### src/rtl/instruction_fetch_register.sv
// ---------------------------------------------------------------------------
// instruction_fetch_register
//
// Fetches 32-bit MIPS instruction words over an Avalon-style read bus and
// registers each word. The word and its address are held with a valid/ready
// handshake until the consumer accepts it, and is split into decode fields.
// The consumer names the next fetch address on acceptance: either the
// sequential address (held pc + 4) or a redirect target (pc_load/pc_in). A
// next-fetch address equal to HALT_ADDRESS parks the fetcher until reset.
//
// Build option:
//   INSTR_BYTESWAP_EN  when defined, the captured bus word is byte-reversed.
//                      This suits a little-endian bus carrying a big-endian
//                      instruction image. When undefined, the word is captured
//                      unchanged. Timing is identical in both builds.
//
// Ports:
//   clk              single clock, all state changes on its rising edge
//   reset            synchronous, active-high reset
//   active           high while the fetcher is not halted
//   avm_address      fetch address (low two bits passed through unchecked)
//   avm_read         read request, held together with the address while stalled
//   avm_byteenable   always 4'b1111
//   avm_waitrequest  bus stall
//   avm_readdata     read data, taken when avm_read=1 and avm_waitrequest=0
//   instr_valid      the held instruction is valid
//   instr_ready      the consumer accepts the held instruction this cycle
//   pc_load          on acceptance, fetch next from pc_in instead of pc_out+4
//   pc_in            redirect target
//   pc_out           address of the held instruction
//   instr_word       held instruction
//   opcode/rs/rt/rd/shamt/funct/itype_immediate/jtype_target
//                    decode fields, pure slices of instr_word
//
// States:
//   state  | meaning
//   FETCH  | read in progress at fetch_pc, waiting for the bus to return data
//   VALID  | instruction held, waiting for the consumer to accept it
//   HALTED | next-fetch address hit HALT_ADDRESS, idle until reset
// ---------------------------------------------------------------------------
module instruction_fetch_register #(
  parameter logic [31:0] RESET_VECTOR = 32'hBFC00000,
  parameter logic [31:0] HALT_ADDRESS = 32'h00000000
) (
  input  logic        clk,
  input  logic        reset,
  output logic        active,
  output logic [31:0] avm_address,
  output logic        avm_read,
  output logic [3:0]  avm_byteenable,
  input  logic        avm_waitrequest,
  input  logic [31:0] avm_readdata,
  output logic        instr_valid,
  input  logic        instr_ready,
  input  logic        pc_load,
  input  logic [31:0] pc_in,
  output logic [31:0] pc_out,
  output logic [31:0] instr_word,
  output logic [5:0]  opcode,
  output logic [4:0]  rs,
  output logic [4:0]  rt,
  output logic [4:0]  rd,
  output logic [4:0]  shamt,
  output logic [5:0]  funct,
  output logic [15:0] itype_immediate,
  output logic [25:0] jtype_target
);

  typedef enum logic [1:0] {
    FETCH  = 2'd0,
    VALID  = 2'd1,
    HALTED = 2'd2
  } state_t;

  state_t      state, state_nxt;
  logic [31:0] fetch_pc, fetch_pc_nxt;
  logic [31:0] pc_redirect;
  logic [31:0] fetched_word;
  logic        capture;

`ifdef INSTR_BYTESWAP_EN
  assign fetched_word = {avm_readdata[7:0], avm_readdata[15:8],
                         avm_readdata[23:16], avm_readdata[31:24]};
`else
  assign fetched_word = avm_readdata;
`endif

  assign pc_redirect = pc_load ? pc_in : fetch_pc;

  always_ff @(posedge clk) begin
    if (reset) begin
      state      <= FETCH;
      fetch_pc   <= RESET_VECTOR;
      instr_word <= 32'h0;
      pc_out     <= 32'h0;
    end else begin
      state    <= state_nxt;
      fetch_pc <= fetch_pc_nxt;
      if (capture) begin
        instr_word <= fetched_word;
        pc_out     <= fetch_pc;
      end
    end
  end

  always_comb begin
    state_nxt    = state;
    fetch_pc_nxt = fetch_pc;
    capture      = 1'b0;
    avm_read     = 1'b0;
    instr_valid  = 1'b0;
    active       = 1'b1;
    unique case (state)
      FETCH: begin
        avm_read = 1'b1;
        if (!avm_waitrequest) begin
          capture      = 1'b1;
          fetch_pc_nxt = fetch_pc + 32'd4;
          state_nxt    = VALID;
        end
      end
      VALID: begin
        instr_valid = 1'b1;
        // pc_load/pc_in only matter on acceptance.
        if (instr_ready) begin
          fetch_pc_nxt = pc_redirect;
          state_nxt    = (pc_redirect == HALT_ADDRESS) ? HALTED : FETCH;
        end
      end
      HALTED: begin
        active = 1'b0;
      end
      default: begin
        state_nxt = FETCH;
      end
    endcase
  end

  assign avm_address    = fetch_pc;
  assign avm_byteenable = 4'b1111;

  assign opcode          = instr_word[31:26];
  assign rs              = instr_word[25:21];
  assign rt              = instr_word[20:16];
  assign rd              = instr_word[15:11];
  assign shamt           = instr_word[10:6];
  assign funct           = instr_word[5:0];
  assign itype_immediate = instr_word[15:0];
  assign jtype_target    = instr_word[25:0];

endmodule
### config.mk
export PLATFORM = sky130hd
export DESIGN_NAME = instruction_fetch_register
export DESIGN_NICKNAME = d
export VERILOG_FILES = /design/src/rtl/instruction_fetch_register.sv
export SDC_FILE = /design/constraint.sdc
export NUM_CORES = 1
export LEC_CHECK = 0
export ABC_AREA = 0
export BUFFER_PORTS_ARGS = -buffer_cell sky130_fd_sc_hd__buf_2
export CORE_MARGIN = 4
export CORE_UTILIZATION = 47
export DETAILED_ROUTE_END_ITERATION = 10
export PLACE_DENSITY = 0.82
export SLEW_MARGIN = 20
export SYNTH_ARGS = -nofsm -noshare
export SYNTH_HDL_FRONTEND = slang
export SYNTH_SLANG_ARGS = --single-unit
export TNS_END_PERCENT = 30
### constraint.sdc
create_clock -name clk -period 4 [get_ports clk]
set_input_delay 0.8 -clock clk [delete_from_list [all_inputs] [get_ports clk]]
set_output_delay 0.8 -clock clk [all_outputs]
set_load 0.01 [all_outputs]
==> results by group, run 1 <==
Status
  • Run status: finished clean

Global routing
  • Global-route wire length before repair: 24960 µm
  • Overflow after GRT: 0
  • Number of global-route vias before repair: 4737
  • Initial antenna violation count: 0
  • Overall Global Routing Usage: 23.73%
  • Largest net degree at the start of global routing: 50

Cells and area
  • Number of nets in the final layout: 885
  • Fill cells: 1063
  • Area growth syn-to-layout: 16.31%
  • Filler-free cell count of the finished design: 960
  • Antenna cell count: 0
  • Fraction of final layout cells with drive strength greater than 1: 34.02%
  • Combined flip-flop and latch cell area: 0.001962 mm²
  • Area occupied by multi-input gates: 0.002404 mm²

Logic synthesis
  • Cell taking the most area after synthesis: dfxtp_1
  • Synth Area in Simple Gates: 24.83%
  • Synthesized instance count: 684
  • Asr flop ratio synth: 0%
  • Post-synth top area share: 37.83%
  • Count of flip-flops with a built-in enable after synthesis: 0
  • Portion of the post-synthesis area used by sequential elements: 37.83%
  • Cell area after synthesis: 0.005186 mm²
  • Most used standard cells in the synthesized netlist: nand2_1, dfxtp_1, a21oi_1
  • Total of warnings raised by yosys: 0
  • Flip-flop cell with the highest count after synthesis: dfxtp_1
  • Most frequent cell after synthesis: nand2_1
  • Portion of netlist area occupied by mux cells: 1.351%
  • Leading post-synthesis cells by cell area: dfxtp_1, buf_4, nand2_1
  • Mean instance size in the synthesized netlist: 7.582 µm²
  • Dominant combinational cell family by area after synthesis: simple AND/OR/NAND/NOR gates
  • Flip-flop and latch count after synthesis: 98
  • Share of synthesized cell area in full adder, half adder and majority cells: 0.2413%
  • Synth Area in XOR/XNOR: 0%
  • Unique cell type count in the Yosys netlist: 58
  • Compound-cell area share of the yosys netlist: 19.52%

Power and ir drop
  • Power density over the cells: 360.4 mW/mm²
  • Leak: 2.812 nW
  • Largest vdd supply drop: 0.1802 mV

Clock network
  • Clk_lat worst skew: 0.37 ns
  • Clk sinks: 98
  • Maximum number of buffers from clock root to sink: 2
  • Post-CTS Hold Fix Bufs: 0
  • Cts bufs inserted: 9
  • Quantity of gates resized following cts: 0
  • Clock input transition at the sequential cells of the worst setup and hold paths: 0.10 ns
  • CTS H-tree lvls: 3
  • Post-CTS setup buffer count: 0
  • CTS tree: yes
  • Root Buffer Master: clkbuf_8

Floorplanning
  • Cell row count: 38
  • DIE AREA: 0.01278 mm²
  • Boundary Pins: 246
  • Die X-Extent: 113.0 µm
  • Effective utilization at floorplan: 47.84%
  • Floorplan core area: 0.01084 mm²
  • Die Y-Extent: 113.0 µm

Drt
  • Average wire length per cell after detail routing: 16.74 µm
  • Final routed wirelength across all metal layers: 16080 µm
  • Detailed router's first-iteration violation count: 477
  • Average vias per placed instance: 5.543
  • Number of routed nets with antenna violations: 0
  • Number of vias in the routed layout: 5321
  • Detailed Routing Iterations Pass 1: 5
  • DRC viols: 0

Worst setup path
  • Crit-path max cell delay: 0.75 ns
  • Setup slack of the most critical reg-to-reg path: 1.18 ns
  • Critical setup path kind: reg2out
  • Kind of start point of the critical path: flop
  • Cell family with most CP delay: simple AND/OR/NAND/NOR gates
  • Critical path buffer and inverter count: 2
  • CP Max Fanout: 24
  • Critical path cell sequence: nand2b_1 > inv_1 > buf_2
  • Slowest stage cell on the critical path: nand2b_1
  • Critical Path RT: 3.20 ns
  • Arrival time of the worst setup path: 2.32 ns
  • Kind of capture point of the worst setup path: output pin

Placement
  • Buffers added on ports: 241
  • Cell Count Post-Placement: 944
  • GPL Wtd Cong: 0.9397
  • Detailed placement HPWL: 11640 µm

STA
  • Fmax: 320.8 MHz
  • Slew Limit Headroom: 39.16%
  • Post-layout minimum cycle time: 3.117 ns
  • Max-slew violation total from the final report: 0
  • Total negative slack for setup checks: 0 ns
  • Setup repair after global routing missed its margin: no
  • Period Utilization, post-route: 77.92%
  • Maximum clock skew at final layout: 0.01382 ns
  • Final count of hold timing violations: 0
  • Setup-violating endpoint count in the final report: 0
  • Slew at the pin closest to its max-slew limit: 0.9125 ns

Worst hold path
  • Path type of the worst min-delay path: reg2reg

Flow run
  • Number of max-cap violations: 0
## power breakdown
part / internal (W) / switching, W
logic: 0.000161 / 0.000252
registers: 0.00103 / 0.0000714
clock network: 0.000295 / 0.000368
## final cells by class
cell class	count	share of cell area, %
clock buffer	9	2.054
clock inverter	7	1.265
inverter	6	0.3734
multi-input combinational	451	39.85
sequential	98	32.52
tap	140	2.904
timing repair buffer	249	21.03
## state kept, by name, summed over array words and instances, names as in the netlist
signal / count
avm_address: 32
instr_word: 32
pc_out: 32
state: 2
## worst min-delay path, cell delays in order (launching register included)
cell and delay (ns):
dfxtp_1 0.32, nand2_1 0.05, a21oi_1 0.05
## final timing paths
path / startpoint / end / cells past startpoint
min reg2reg: pc_out[13]$_SDFFE_PP0P_ / pc_out[13]$_SDFFE_PP0P_ / 2
max reg2reg: state[1]$_SDFFE_PP0P_ / avm_address[30]$_SDFFE_PP0P_ / 6
min: pc_out[13]$_SDFFE_PP0P_ / pc_out[13]$_SDFFE_PP0P_ / 2
max: state[1]$_SDFFE_PP0P_ / instr_valid / 3
## layer usage
layer  vias to the layer above  GRT usage, %  part of all wire, %
met3                        25         5.561                   10
met4                         0         6.250                  1.4
met5                         -             0                    0
li1                       2567             -                    -
met2                       303         40.32                   49
met1                      2426         30.35                   39
## through the flow
stage	area [µm²]	hold WS [ns]	worst slack (ns)	utilization (%)	power, W
6_report	6032	0.4570	0.8832	55.64	0.002174
5_1_grt	6032	0.4723	0.7159	55.64	0.002287
4_1_cts	6032	0.4568	0.9471	55.64	0.002190
3_3_place_gp	5832	0.4393	1.371	53.80	0.001527
3_5_place_dp	5832	0.4430	1.312	53.80	0.001532
2_1_floorplan	5197	0.4805	1.841	-	0.001404
## cell families (layout without fill, tap and decap cells)
family	after synthesis	after routing
other cells	1	4
flops	98	98
buf+inv	138	271
compound gates	168	168
simple gates	271	271
fa+ha+maj	1	1
mux	7	7
## cell usage in the layout (no fill, tap or decap), types with 2 or more instances in the layout
master / netlist / layout
a21oi_1: 90 / 90
dfxtp_1: 98 / 98
a31oi_1: 3 / 3
conb_1: 1 / 4
or2_2: 2 / 2
buf_4: 78 / 9
or4_1: 9 / 9
a21o_1: 3 / 3
o31ai_1: 2 / 2
nor3_1: 15 / 14
o21ai_0: 16 / 16
nor2_1: 33 / 33
and4_1: 3 / 3
buf_2: 16 / 240
and3_1: 8 / 8
or3_1: 3 / 2
o21a_1: 2 / 2
a311oi_1: 5 / 5
a31o_2: 2 / 2
mux2i_1: 7 / 7
a221oi_1: 2 / 2
clkbuf_8: 0 / 9
o41ai_1: 2 / 2
nor2b_1: 2 / 2
a211oi_1: 9 / 9
o22ai_1: 14 / 14
clkinvlp_4: 0 / 2
inv_6: 0 / 3
a22oi_1: 4 / 4
nand2_1: 153 / 153
inv_1: 5 / 5
nor4_1: 8 / 8
nand4_1: 13 / 13
nor4b_1: 2 / 2
nand2b_1: 5 / 5
a41oi_1: 3 / 3
nand3_1: 7 / 7
No activity file was read; power rests on OpenSTA's default activity.
==> run 2, diff against run 1 <==
==> constraint.sdc (replaced) <==
create_clock -name clk -period 3.1 [get_ports clk]
set_input_delay 0.62 -clock clk [delete_from_list [all_inputs] [get_ports clk]]
set_output_delay 0.62 -clock clk [all_outputs]
set_load 0.01 [all_outputs]
==> run 2 against run 1 <==
  * Clock-buffer cell count is 2 higher
  * Combinational power grew 32%
  * Clock power is 26% higher
  * Register-to-register slack got worse by 0.36 ns
  * Flip-flop and latch count did not move
  * Non-clock buffer count up 5
  * Cell area rose by 0.62%
  * First-iteration DRC count up 26%
  * Largest power group unchanged
  * Clock skew fell by 0.0025 ns
  * Critical path depth is 2 higher
==> results by group, run 2 (same netlist as run 1, synthesis figures left out) <==
Power and ir drop
  • Comb power frac: 19.6%
  • Share of total power consumed by net switching: 30.83%
  • Switching power total: 0.0008601 W
  • P_int: 0.001930 W
  • PnR Total Power: 0.002790 W
  • Seq pwr share: 50.6%
  • Share of power burned in the clock network: 29.8%
  • Leak: 2.844 nW
  • Power density over the cells: 459.7 mW/mm²
  • Largest vdd supply drop: 0.2996 mV

Global routing
  • Number of global-route vias before repair: 4851
  • Largest net degree at the start of global routing: 47
  • Overall Global Routing Usage: 24.55%
  • Overflow after GRT: 0
  • Global-route wire length before repair: 25430 µm
  • Initial antenna violation count: 2

Cells and area
  • Fraction of final layout cells with drive strength greater than 1: 34.30%
  • Most used cells in the layout excluding fill and tap cells: buf_2, nand2_1, dfxtp_1
  • Post-Route Utilization: 55.99%
  • Combined flip-flop and latch cell area: 0.001962 mm²
  • Fill cells: 1054
  • Filler-free cell count of the finished design: 967
  • Area growth syn-to-layout: 17.03%
  • Number of nets in the final layout: 890
  • Commonest non-fill, non-tap cell in the layout: buf_2
  • Area occupied by multi-input gates: 0.002404 mm²

Worst setup path
  • Kind of start point of the critical path: flop
  • Critical setup path kind: reg2out
  • Slowest stage cell on the critical path: dfxtp_1
  • Cell family with most CP delay: buffers and inverters
  • Startpoint of the worst-slack reg-to-reg timing path: avm_address[2]$_SDFFE_PP0P_
  • Arrival time of the worst setup path: 1.77 ns
  • Critical Path RT: 2.48 ns
  • Critical path cell sequence: nand2b_1 > buf_4 > inv_1 > buf_4 > buf_2
  • CP Max Fanout: 28
  • Crit-path max cell delay: 0.46 ns
  • Critical path buffer and inverter count: 4
  • Critical path startpoint: state[1]$_SDFFE_PP0P_
  • CP dominant cell by count: buf_4
  • Kind of capture point of the worst setup path: output pin

Flow run
  • Number of max-cap violations: 0

Floorplanning
  • Floorplan core area: 0.01084 mm²
  • Die Y-Extent: 113.0 µm
  • DIE AREA: 0.01278 mm²
  • Die X-Extent: 113.0 µm
  • Cell row count: 38
  • Effective utilization at floorplan: 47.84%
  • Boundary Pins: 246

Clock network
  • Clock input transition at the sequential cells of the worst setup and hold paths: 0.09 ns
  • Quantity of gates resized following cts: 0
  • CTS tree: yes
  • Post-CTS setup buffer count: 0
  • Clk sinks: 98
  • Cts bufs inserted: 9
  • Clk_lat worst skew: 0.37 ns
  • CTS H-tree lvls: 3
  • Root Buffer Master: clkbuf_8
  • Post-CTS Hold Fix Bufs: 0
  • Maximum number of buffers from clock root to sink: 2

Drt
  • Number of vias in the routed layout: 5428
  • DRC viols: 0
  • Number of routed nets with antenna violations: 0
  • Average wire length per cell after detail routing: 16.92 µm
  • Average vias per placed instance: 5.613
  • Detailed router's first-iteration violation count: 603
  • Final routed wirelength across all metal layers: 16360 µm
  • Detailed Routing Iterations Pass 1: 6

Placement
  • Buffers added on ports: 241
  • GPL Wtd Cong: 0.9244
  • Cell Count Post-Placement: 949
  • Detailed placement HPWL: 11650 µm

STA
  • Slew Limit Headroom: 53.59%
  • Total negative slack for setup checks: 0 ns
  • Fmax: 418.8 MHz
  • Setup repair after global routing missed its margin: no
  • Max-slew violation total from the final report: 0
  • Setup-violating endpoint count in the final report: 0
  • Post-layout minimum cycle time: 2.388 ns
  • Slew at the pin closest to its max-slew limit: 0.6962 ns
  • Final count of hold timing violations: 0
  • Period Utilization, post-route: 77.03%
  • Tightest hold margin: 0.4537 ns
  • Maximum clock skew at final layout: 0.01128 ns

Worst hold path
  • Path type of the worst min-delay path: reg2reg
  • Hold path startpoint: pc_out[19]$_SDFFE_PP0P_

Status
  • Run status: finished clean
## run 2: cell type report
cell class	count	area share [%]
multi-input cells	451	39.60
flip-flops and latches	98	32.32
repair buffers	254	21.52
well taps	140	2.886
clock buffers	11	2.329
clock inverters	5	0.8864
inverters	6	0.3711
diodes	2	0.08246
## run 2: power by group through the flow
| stage | sequential, W | clock [W] | combinational [W] |
|---|---|---|---|
| finish | 0.00141 | 0.000832 | 0.000546 |
| global route | 0.00143 | 0.000910 | 0.000598 |
| CTS | 0.00141 | 0.000858 | 0.000545 |
| detailed placement | 0.00144 | 0 | 0.000542 |
| global placement | 0.00144 | 0 | 0.000538 |
| floorplan | 0.00144 | 0 | 0.000367 |
## run 2: per-stage QoR
step | area, µm² | setup WS (ns)
detailed placement | 5869 | 0.7907
floorplan | 5197 | 0.9748
global placement | 5869 | 0.8367
finish | 6070 | 0.7121
global route | 6070 | 0.6123
CTS | 6065 | 0.7310
## run 2: metal layers
| metal | up-vias | part of all wire (%) | global-route usage [%] |
|---|---|---|---|
| met5 | - | 0 | 0 |
| met4 | 0 | 2.3 | 9.295 |
| met3 | 39 | 10 | 5.615 |
| met2 | 311 | 48 | 41.55 |
| met1 | 2496 | 39 | 30.43 |
| li1 | 2582 | - | - |
## run 2: worst min-delay path: cells and delay by family, from the launching register on
family / cells / cell delay [ns]
DFF: 1 / 0.31
AOI/OAI and AO/OA: 1 / 0.05
and+or+nand+nor: 1 / 0.05
## run 2: path summary, 6_finish.rpt
path | end | depth (start not counted) | slack (ns)
hold reg to reg | pc_out[19]$_SDFFE_PP0P_ | 2 | 0.45
hold / removal | pc_out[19]$_SDFFE_PP0P_ | 2 | 0.45
setup / recovery | instr_valid | 5 | 0.71
setup reg to reg | avm_address[28]$_SDFFE_PP1P_ | 6 | 0.82
==> run 3, diff against run 2 <==
--- a/config.mk
+++ b/config.mk
@@ -5,12 +5,12 @@
 export SDC_FILE = /design/constraint.sdc
 export NUM_CORES = 1
 export LEC_CHECK = 0
-export ABC_AREA = 0
+export ABC_AREA = 1
 export BUFFER_PORTS_ARGS = -buffer_cell sky130_fd_sc_hd__buf_2
 export CORE_MARGIN = 4
 export CORE_UTILIZATION = 47
 export DETAILED_ROUTE_END_ITERATION = 10
-export PLACE_DENSITY = 0.82
+export PLACE_DENSITY = 0.8
 export SLEW_MARGIN = 20
 export SYNTH_ARGS = -nofsm -noshare
 export SYNTH_HDL_FRONTEND = slang
==> constraint.sdc (replaced) <==
create_clock -name clk -period 2.29 [get_ports clk]
set_input_delay 0.458 -clock clk [delete_from_list [all_inputs] [get_ports clk]]
set_output_delay 0.458 -clock clk [all_outputs]
set_load 0.01 [all_outputs]
==> run 3 against run 2 <==
  * Clock power rose by 80%
  * Die area rose by 9.8%
  * Hold slack got worse by 0.099 ns
  * Combinational power rose by 94%
==> results by group, run 3 <==
Status
  • Run status: finished clean

Logic synthesis
  • Most frequent cell after synthesis: nand2_1
  • Portion of netlist area occupied by mux cells: 0%
  • Total of warnings raised by yosys: 0
  • Compound-cell area share of the yosys netlist: 17.42%
  • Unique cell type count in the Yosys netlist: 40
  • Most used standard cells in the synthesized netlist: nand2_1, nor2_1, o21ai_0
  • Dominant combinational cell family by area after synthesis: simple AND/OR/NAND/NOR gates
  • Synth Area in Simple Gates: 27.94%
  • Asr flop ratio synth: 0%
  • Cell area after synthesis: 0.005733 mm²
  • Count of flip-flops with a built-in enable after synthesis: 0
  • Synth Area in XOR/XNOR: 0.6111%
  • Cell taking the most area after synthesis: dfxtp_1
  • Leading post-synthesis cells by cell area: dfxtp_1, buf_4, nand2_1
  • Portion of the post-synthesis area used by sequential elements: 34.22%
  • Post-synth top area share: 34.22%
  • Mean instance size in the synthesized netlist: 6.651 µm²
  • Flip-flop cell with the highest count after synthesis: dfxtp_1
  • Synthesized instance count: 862
  • Share of synthesized cell area in full adder, half adder and majority cells: 0.2182%
  • Flip-flop and latch count after synthesis: 98

Floorplanning
  • DIE AREA: 0.01403 mm²
  • Die Y-Extent: 118.4 µm
  • Die X-Extent: 118.4 µm
  • Boundary Pins: 246
  • Effective utilization at floorplan: 47.93%
  • Floorplan core area: 0.01196 mm²
  • Cell row count: 40

Placement
  • Buffers added on ports: 241
  • Detailed placement HPWL: 13000 µm
  • Cell Count Post-Placement: 1142
  • Area of placed instances: 0.006411 mm²
  • Worst setup slack after placement: 0.5235 ns
  • GPL Wtd Cong: 0.9276

Worst setup path
  • Arrival time of the worst setup path: 1.35 ns
  • Kind of capture point of the worst setup path: output pin
  • Critical path cell sequence: inv_2 > nor2_4 > buf_4 > buf_2
  • Crit-path max cell delay: 0.36 ns
  • Kind of start point of the critical path: flop
  • Critical path buffer and inverter count: 3
  • Cell family with most CP delay: buffers and inverters
  • CP Max Fanout: 20
  • Critical setup path kind: reg2out
  • Critical Path RT: 1.83 ns
  • Slowest stage cell on the critical path: dfxtp_1

Cells and area
  • Most used cells in the layout excluding fill and tap cells: buf_2, nand2_1, nor2_1
  • Final standard cell area without fillers: 0.006701 mm²
  • Fill cells: 1198
  • Commonest non-fill, non-tap cell in the layout: buf_2
  • Number of nets in the final layout: 1076
  • Fraction of final layout cells with drive strength greater than 1: 30.56%
  • Antenna cell count: 0
  • Filler-free cell count of the finished design: 1158
  • Area growth syn-to-layout: 16.89%

Drt
  • Average wire length per cell after detail routing: 15.05 µm
  • Final routed wirelength across all metal layers: 17430 µm
  • Detailed router's first-iteration violation count: 502
  • Detailed Routing Iterations Pass 1: 5
  • Average vias per placed instance: 5.116
  • Number of vias in the routed layout: 5924
  • DRC viols: 0
  • Number of routed nets with antenna violations: 0

STA
  • Period Utilization, post-route: 78.82%
  • Max-slew violation total from the final report: 0
  • Fmax: 554.1 MHz
  • Tightest hold margin: 0.3543 ns
  • Setup repair after global routing missed its margin: no
  • Slew at the pin closest to its max-slew limit: 0.8027 ns
  • Post-layout minimum cycle time: 1.805 ns
  • Setup-violating endpoint count in the final report: 0
  • Slew Limit Headroom: 46.41%
  • Final setup margin: 0.4851 ns
  • Maximum clock skew at final layout: 0.006903 ns
  • Total negative slack for setup checks: 0 ns
  • Final count of hold timing violations: 0

Clock network
  • Root Buffer Master: clkbuf_16
  • Clk_lat worst skew: 0.35 ns
  • Quantity of gates resized following cts: 0
  • CTS tree: yes
  • Clk sinks: 98
  • Maximum number of buffers from clock root to sink: 2
  • Clock input transition at the sequential cells of the worst setup and hold paths: 0.08 ns
  • Cts bufs inserted: 9
  • Post-CTS Hold Fix Bufs: 0
  • CTS H-tree lvls: 3
  • Post-CTS setup buffer count: 0

Global routing
  • Global-route wire length before repair: 27660 µm
  • Overflow after GRT: 0
  • Overall Global Routing Usage: 24.15%
  • Largest net degree at the start of global routing: 91
  • Initial antenna violation count: 0
  • Number of global-route vias before repair: 5414

Power and ir drop
  • Largest vdd supply drop: 0.3290 mV
  • Power density over the cells: 680.0 mW/mm²
  • Leak: 3.502 nW

Worst hold path
  • Path type of the worst min-delay path: in2reg

Flow run
  • Number of max-cap violations: 0
==> run 3: report_power, final <==
part / leakage, nW / internal, W / total (W) / switching [W]
logic: 2.55 / 0.000404 / 0.00106 / 0.000652
clock network: 0.141 / 0.000767 / 0.00150 / 0.000729
registers: 0.810 / 0.00185 / 0.00200 / 0.000154
total: 3.50 / 0.00302 / 0.00456 / 0.00154
==> run 3: kinds of logic (layout without fill, tap and decap cells) <==
logic type      count (synthesis)  after routing
simple gates                  373            373
buf+inv                       195            341
compound gates                190            190
flops                          98             98
xor+xnor                        4              4
fa+ha+maj                       1              1
other cells                     1              4
==> run 3: per-layer routing <==
layer	routed length (µm)	global-route usage, %	share of wire [%]
met2	8718	42.59	50
met4	493	8.979	2.8
met5	0	0	0
met1	6854	28.77	39
met3	1366	5.167	7.8
==> run 3: area by class of cell <==
cell class                 instances  area, µm²  area share, %
multi-input combinational        572       2663          39.73
sequential                        98       1962          29.28
timing repair buffer             252       1326          19.79
inverter                          73      276.5          4.126
clock buffer                       9      225.2          3.361
tap                              147      183.9          2.745
clock inverter                     7      65.06         0.9709
==> run 3: final timing paths <==
path,startpoint,endpoint,slack (ns),depth (start not counted)
max,state[0]$_SDFFE_PP0P_,instr_valid,0.49,4
min,avm_readdata[11],instr_word[11]$_SDFFE_PP0P_,0.35,3
max reg2reg,avm_address[13]$_SDFFE_PP0P_,avm_address[29]$_SDFFE_PP1P_,0.59,9
min reg2reg,pc_out[12]$_SDFFE_PP0P_,pc_out[12]$_SDFFE_PP0P_,0.48,2
==> run 3: through the flow <==
step	util (%)	total power [W]
floorplan	-	0.002798
global placement	53.60	0.003090
detailed placement	53.60	0.003103
CTS	56.03	0.004592
global route	56.03	0.004802
finish	56.03	0.004557
==> run 3: worst min-delay path: cells and delay by family <==
family                 cells  cell delay (ns)
buffers and inverters      1             0.07
AO/OA/AOI/OAI              1             0.07
AND/OR/NAND/NOR            1             0.07
